--- src/rtl/mux_rr_stream.sv ---
`default_nettype none
// ============================================================================
// Module   : mux_rr_stream
// Brief    : N:1 valid/ready stream multiplexer with a registered output.
//            The channel is chosen by a fixed select or by round-robin.
// Revision : 1.0 - initial release
// ============================================================================
module mux_rr_stream #(
  parameter int WIDTH    = 8,
  parameter int CHANNELS = 16,
  parameter int SEL_W    = $clog2(CHANNELS)
) (
  input  logic                      clk,
  input  logic                      rst_n,
  input  logic                      mode,
  input  logic [SEL_W-1:0]          sel,
  input  logic [CHANNELS*WIDTH-1:0] in_data,
  input  logic [CHANNELS-1:0]       in_valid,
  output logic [CHANNELS-1:0]       in_ready,
  output logic [WIDTH-1:0]          out_data,
  output logic [SEL_W-1:0]          out_chan,
  output logic                      out_valid,
  input  logic                      out_ready
);

  // One extra bit so that ptr + offset never overflows before the wrap.
  localparam logic [SEL_W:0] c_chans = (SEL_W+1)'(CHANNELS);

  logic [WIDTH-1:0] r_data;
  logic [SEL_W-1:0] r_chan;
  logic             r_valid;
  logic [SEL_W-1:0] r_ptr;

  logic             w_slot_free;
  logic             w_gnt_any;
  logic [SEL_W-1:0] w_gnt_idx;
  logic [SEL_W:0]   w_scan;
  logic [WIDTH-1:0] w_gnt_data;
  logic             w_xfer;
  logic [SEL_W-1:0] w_ptr_next;

  assign w_slot_free = !r_valid || out_ready;
  assign w_xfer      = w_gnt_any && w_slot_free;
  assign w_ptr_next  = (w_gnt_idx == SEL_W'(CHANNELS-1)) ? '0 : w_gnt_idx + 1'b1;

  // Grant selection: the fixed select only matches real channel indices, so an
  // out-of-range sel simply yields no grant; round-robin takes the first valid
  // channel at or after ptr, wrapping modulo CHANNELS.
  always_comb begin
    w_gnt_any = 1'b0;
    w_gnt_idx = '0;
    w_scan    = '0;
    if (!mode) begin
      for (int i = 0; i < CHANNELS; i++) begin
        if (sel == SEL_W'(i) && in_valid[i]) begin
          w_gnt_any = 1'b1;
          w_gnt_idx = SEL_W'(i);
        end
      end
    end else begin
      for (int k = 0; k < CHANNELS; k++) begin
        w_scan = {1'b0, r_ptr} + (SEL_W+1)'(k);
        if (w_scan >= c_chans) begin
          w_scan = w_scan - c_chans;
        end
        if (!w_gnt_any && in_valid[w_scan[SEL_W-1:0]]) begin
          w_gnt_any = 1'b1;
          w_gnt_idx = w_scan[SEL_W-1:0];
        end
      end
    end
  end

  // Data of the granted channel, captured into the output register on transfer.
  always_comb begin
    w_gnt_data = in_data[w_gnt_idx*WIDTH +: WIDTH];
  end

  // Ready is one-hot on the granted channel and forced low while in reset.
  generate
    for (genvar i = 0; i < CHANNELS; i++) begin : g_ready
      assign in_ready[i] = rst_n && w_slot_free && w_gnt_any &&
                           (w_gnt_idx == SEL_W'(i));
    end
  endgenerate

  // Output register and round-robin pointer; a push in the same cycle as a pop
  // replaces the beat, otherwise a pop empties the slot and data is held.
  always_ff @(posedge clk or negedge rst_n) begin
    if (!rst_n) begin
      r_data  <= '0;
      r_chan  <= '0;
      r_valid <= 1'b0;
      r_ptr   <= '0;
    end else if (w_xfer) begin
      r_data  <= w_gnt_data;
      r_chan  <= w_gnt_idx;
      r_valid <= 1'b1;
      if (mode) begin
        r_ptr <= w_ptr_next;
      end
    end else if (out_ready) begin
      r_valid <= 1'b0;
    end
  end

  assign out_data  = r_data;
  assign out_chan  = r_chan;
  assign out_valid = r_valid;

endmodule
`default_nettype wire

--- config.mk ---
export PLATFORM = sky130hd
export DESIGN_NAME = mux_rr_stream
export DESIGN_NICKNAME = d
export VERILOG_FILES = /design/src/rtl/mux_rr_stream.sv
export SDC_FILE = /design/constraint.sdc
export NUM_CORES = 1
export LEC_CHECK = 0
export BUFFER_PORTS_ARGS = -buffer_cell sky130_fd_sc_hd__buf_2
export CORE_UTILIZATION = 45
export CTS_CLUSTER_SIZE = 12
export DETAILED_ROUTE_END_ITERATION = 10
export PLACE_DENSITY = 0.73
export SYNTH_ARGS = -nofsm -noshare
export SYNTH_HDL_FRONTEND = slang
export SYNTH_SLANG_ARGS = --single-unit
--- constraint.sdc ---
create_clock -name clk -period 5.94 [get_ports clk]
set_clock_uncertainty 0.1 [all_clocks]
set_input_delay 0.594 -clock clk [delete_from_list [all_inputs] [get_ports clk]]
set_output_delay 0.594 -clock clk [all_outputs]
set_load 0.005 [all_outputs]
==> summary.md <==
| Metric | Value |
|---|---|
| Initial Utilization | `0.4639` |
| Critical path type | `register to register` |
| Worst Tran Pin Value | `1.261 ns` |
| Overflow left after global routing | `0` |
| CTS root buf | `clkbuf_8` |
| Final non-filler cell total | `973` |
| Pre-antenna DRT Iters | `5` |
| Vias | `6,689` |
| Worst setup EP type | `register` |
| Setup Viol. Count Final | `0` |
| FMAX | `176.9 MHz` |
| Min Tclk post-route | `5.654 ns` |
| Post-synth EDFFs | `0` |
| IO Port Bufs | `180` |
| Initial drt markers | `696` |
| Launch point of the critical path | `r_ptr[1]` |
| Share of cells above drive strength 1 | `0.3613` |
| Most frequent cells in the layout | `buf_2 (180), o211ai_1 (65), nand2_1 (54), nor2_1 (45), a21oi_1 (44)` |
| Synthesized cell area | `5029 µm²` |
| Worst-path maximum fanout | `9` |
| Clock Latency Late Sink | `0.25 ns` |
| Setup_tns | `0 ns` |
| Number of global-route vias before repair | `6,308` |
| Met2 usage | `0.5664` |
| Reg-to-Reg Start | `r_ptr[1]` |
| Synthesis-to-finish area growth | `25.98%` |
| Core area | `10,840 µm²` |
| Cells after synthesis | `662` |
| Placed cells | `962` |
| Initial antenna violation count | `0` |
| Row cnt | `38` |
| Clock H-tree levels | `1` |
| Worst EP arrival | `5.69 ns` |
| Main synth FF type | `dfrtp_1` |
| Max-slew violations | `0` |
| Antenna diode count | `0` |
| IO Pins | `181` |
| Ys async rst share | `1.000` |
| Die height | `107.7 µm` |
| Final #Nets | `997` |
| GRT Util Overall | `0.3871` |
| DP HPWL | `17.93 mm` |
| Share of the clock period used by the worst path | `0.9518` |
| Distinct cells, synth | `80` |
| First-pass GRT wire length | `34.73 mm` |
| CP Launch Type | `register` |
| Die Area | `11,600 µm²` |
| Reg clk slew, reported paths | `0.07 ns` |
| CTS Sinks | `17` |
| Sequential cell area fraction in the yosys report | `0.08460` |
| Chip width | `107.7 µm` |
| Final wirelength | `22.78 mm` |
| Final hold violation count | `0` |
| Antenna Nets Post-Route | `0` |
| R2R depth | `17` |
| GP Congestion | `1.023` |
| RSZ-0062 raised after global routing | `no` |
| Status | `finished clean` |
| Worst Path Required | `5.98 ns` |
| M3 GR Usage | `0.08475` |
| Drt drc | `0` |
| Yosys warns | `0` |
| Clk buf depth | `2` |
| Drt via density | `6.875` |
| GRT busiest layer | `met2` |
| Syn nets | `825` |
| Worst min path class | `input pin to async pin` |
| Num CTS Buffers | `3` |
| Avg Inst Size Synth | `7.596 µm²` |
| Avg WL per Cell | `23.41 µm` |
| Rel. slew slack | `0.1529` |
| Commonest non-fill, non-tap cell in the layout | `buf_2` |
| Max_cap viols | `0` |
| CTS tree | `yes` |
| Synth Register Bits | `17` |
| Largest net degree at the start of global routing | `42` |
| Global routing usage on met1 | `0.5433` |
## worst max-delay path, stage by stage, from the launching register on
cell,delay [ns]
dfrtp_1,0.36
inv_1,0.09
buf_4,0.18
ha_1,0.49
clkinvlp_4,0.30
and3_1,0.23
a211oi_1,0.46
nand3b_1,0.33
nor4_2,0.36
nand3_1,0.15
buf_4,0.19
a21oi_1,0.25
nor3_2,0.16
o21ai_0,0.65
buf_4,0.32
a41oi_1,0.09
a311o_1,0.40
o41a_1,0.42
## flip-flops by register name (all words and copies together) (netlist names)
| name | flops |
|---|---|
| out_chan | 4 |
| out_data | 8 |
| out_valid | 1 |
| r_ptr | 4 |
## routing by layer
layer  vias up  routed length, µm
met5         -                  0
met3        81               2353
met1      3161               9557
met2       449               9769
met4         0               1097
li1       2998                  -
## final timing paths
kind	end	slack [ns]
hold reg to reg	out_chan[2]	0.42
setup / recovery	out_data[7]	0.29
hold / removal	out_valid	0.19
setup reg to reg	out_data[7]	0.29
max in group asynchronous	r_ptr[3]	5.22
min in group clk	out_chan[2]	0.42
## layout make-up
type / instances / area, µm²
Inverter: 29 / 117.6
Multi-Input combinational cell: 559 / 4314
Sequential cell: 17 / 425.4
Fill cell: 1046 / 4506
Clock inverter: 1 / 5.005
Tap cell: 140 / 175.2
Timing Repair Buffer: 224 / 1256
Clock buffer: 3 / 41.29
## kinds of logic (layout without fill, tap and decap cells)
kind of cell / after synthesis / count (layout) / synth area share
compound gates: 267 / 267 / 0.3864
xor+xnor: 12 / 12 / 0.02090
fa+ha+maj: 11 / 11 / 0.02737
buf+inv: 86 / 257 / 0.07240
flops: 17 / 17 / 0.08460
mux: 90 / 90 / 0.2356
simple gates: 179 / 179 / 0.1727
## cells in the mapped netlist (4+ instances only)
cell	count	area, µm²
a41oi_1	7	61.31
a31oi_1	24	150.1
a221o_1	5	50.05
o221ai_1	6	52.55
nor3_1	8	40.04
inv_1	26	97.59
a2111oi_0	10	87.58
o311a_1	4	40.04
mux2_2	24	270.3
ha_1	11	137.6
and2_1	4	25.02
mux4_2	19	427.9
and3_1	4	25.02
o2111ai_1	16	140.1
nand3_1	19	95.09
o22ai_1	5	31.28
buf_2	15	75.07
dfrtp_1	17	425.4
a21oi_1	44	220.2
mux2i_1	43	430.4
clkbuf_1	36	135.1
o211ai_1	65	488.0
nor2_1	45	168.9
a211oi_1	5	37.54
nor4_1	6	37.54
or2_2	5	31.28
nand2_1	55	206.5
a31o_2	5	43.79
nor2b_1	9	56.30
o21ai_0	26	130.1
xnor2_1	9	78.83
o31ai_1	4	30.03
## stage by stage
stage | setup WS (ns) | hold WS [ns] | util | cell area [µm²]
after detailed placement | 0.2585 | 0.3899 | 0.5694 | 6172
after global routing | 0.004080 | 0.2170 | 0.5844 | 6335
after CTS | 0.04711 | 0.2007 | 0.5736 | 6218
after global placement | 0.3118 | 0.3873 | 0.5694 | 6172
after floorplan | 0.1568 | 0.1984 | - | 5029
final | 0.2865 | 0.1905 | 0.5844 | 6335
## what timing repair did
| item | CTS | global route |
|---|---|---|
| endpoints found under the setup margin | 0 | 21 |
| setup buffers | 0 | 7 |
| hold buffers | 0 | 0 |
| resized for setup | 0 | 15 |
Power is not shown: default switching activity piles up to over one toggle a cycle in this logic, so the estimate is an artifact.
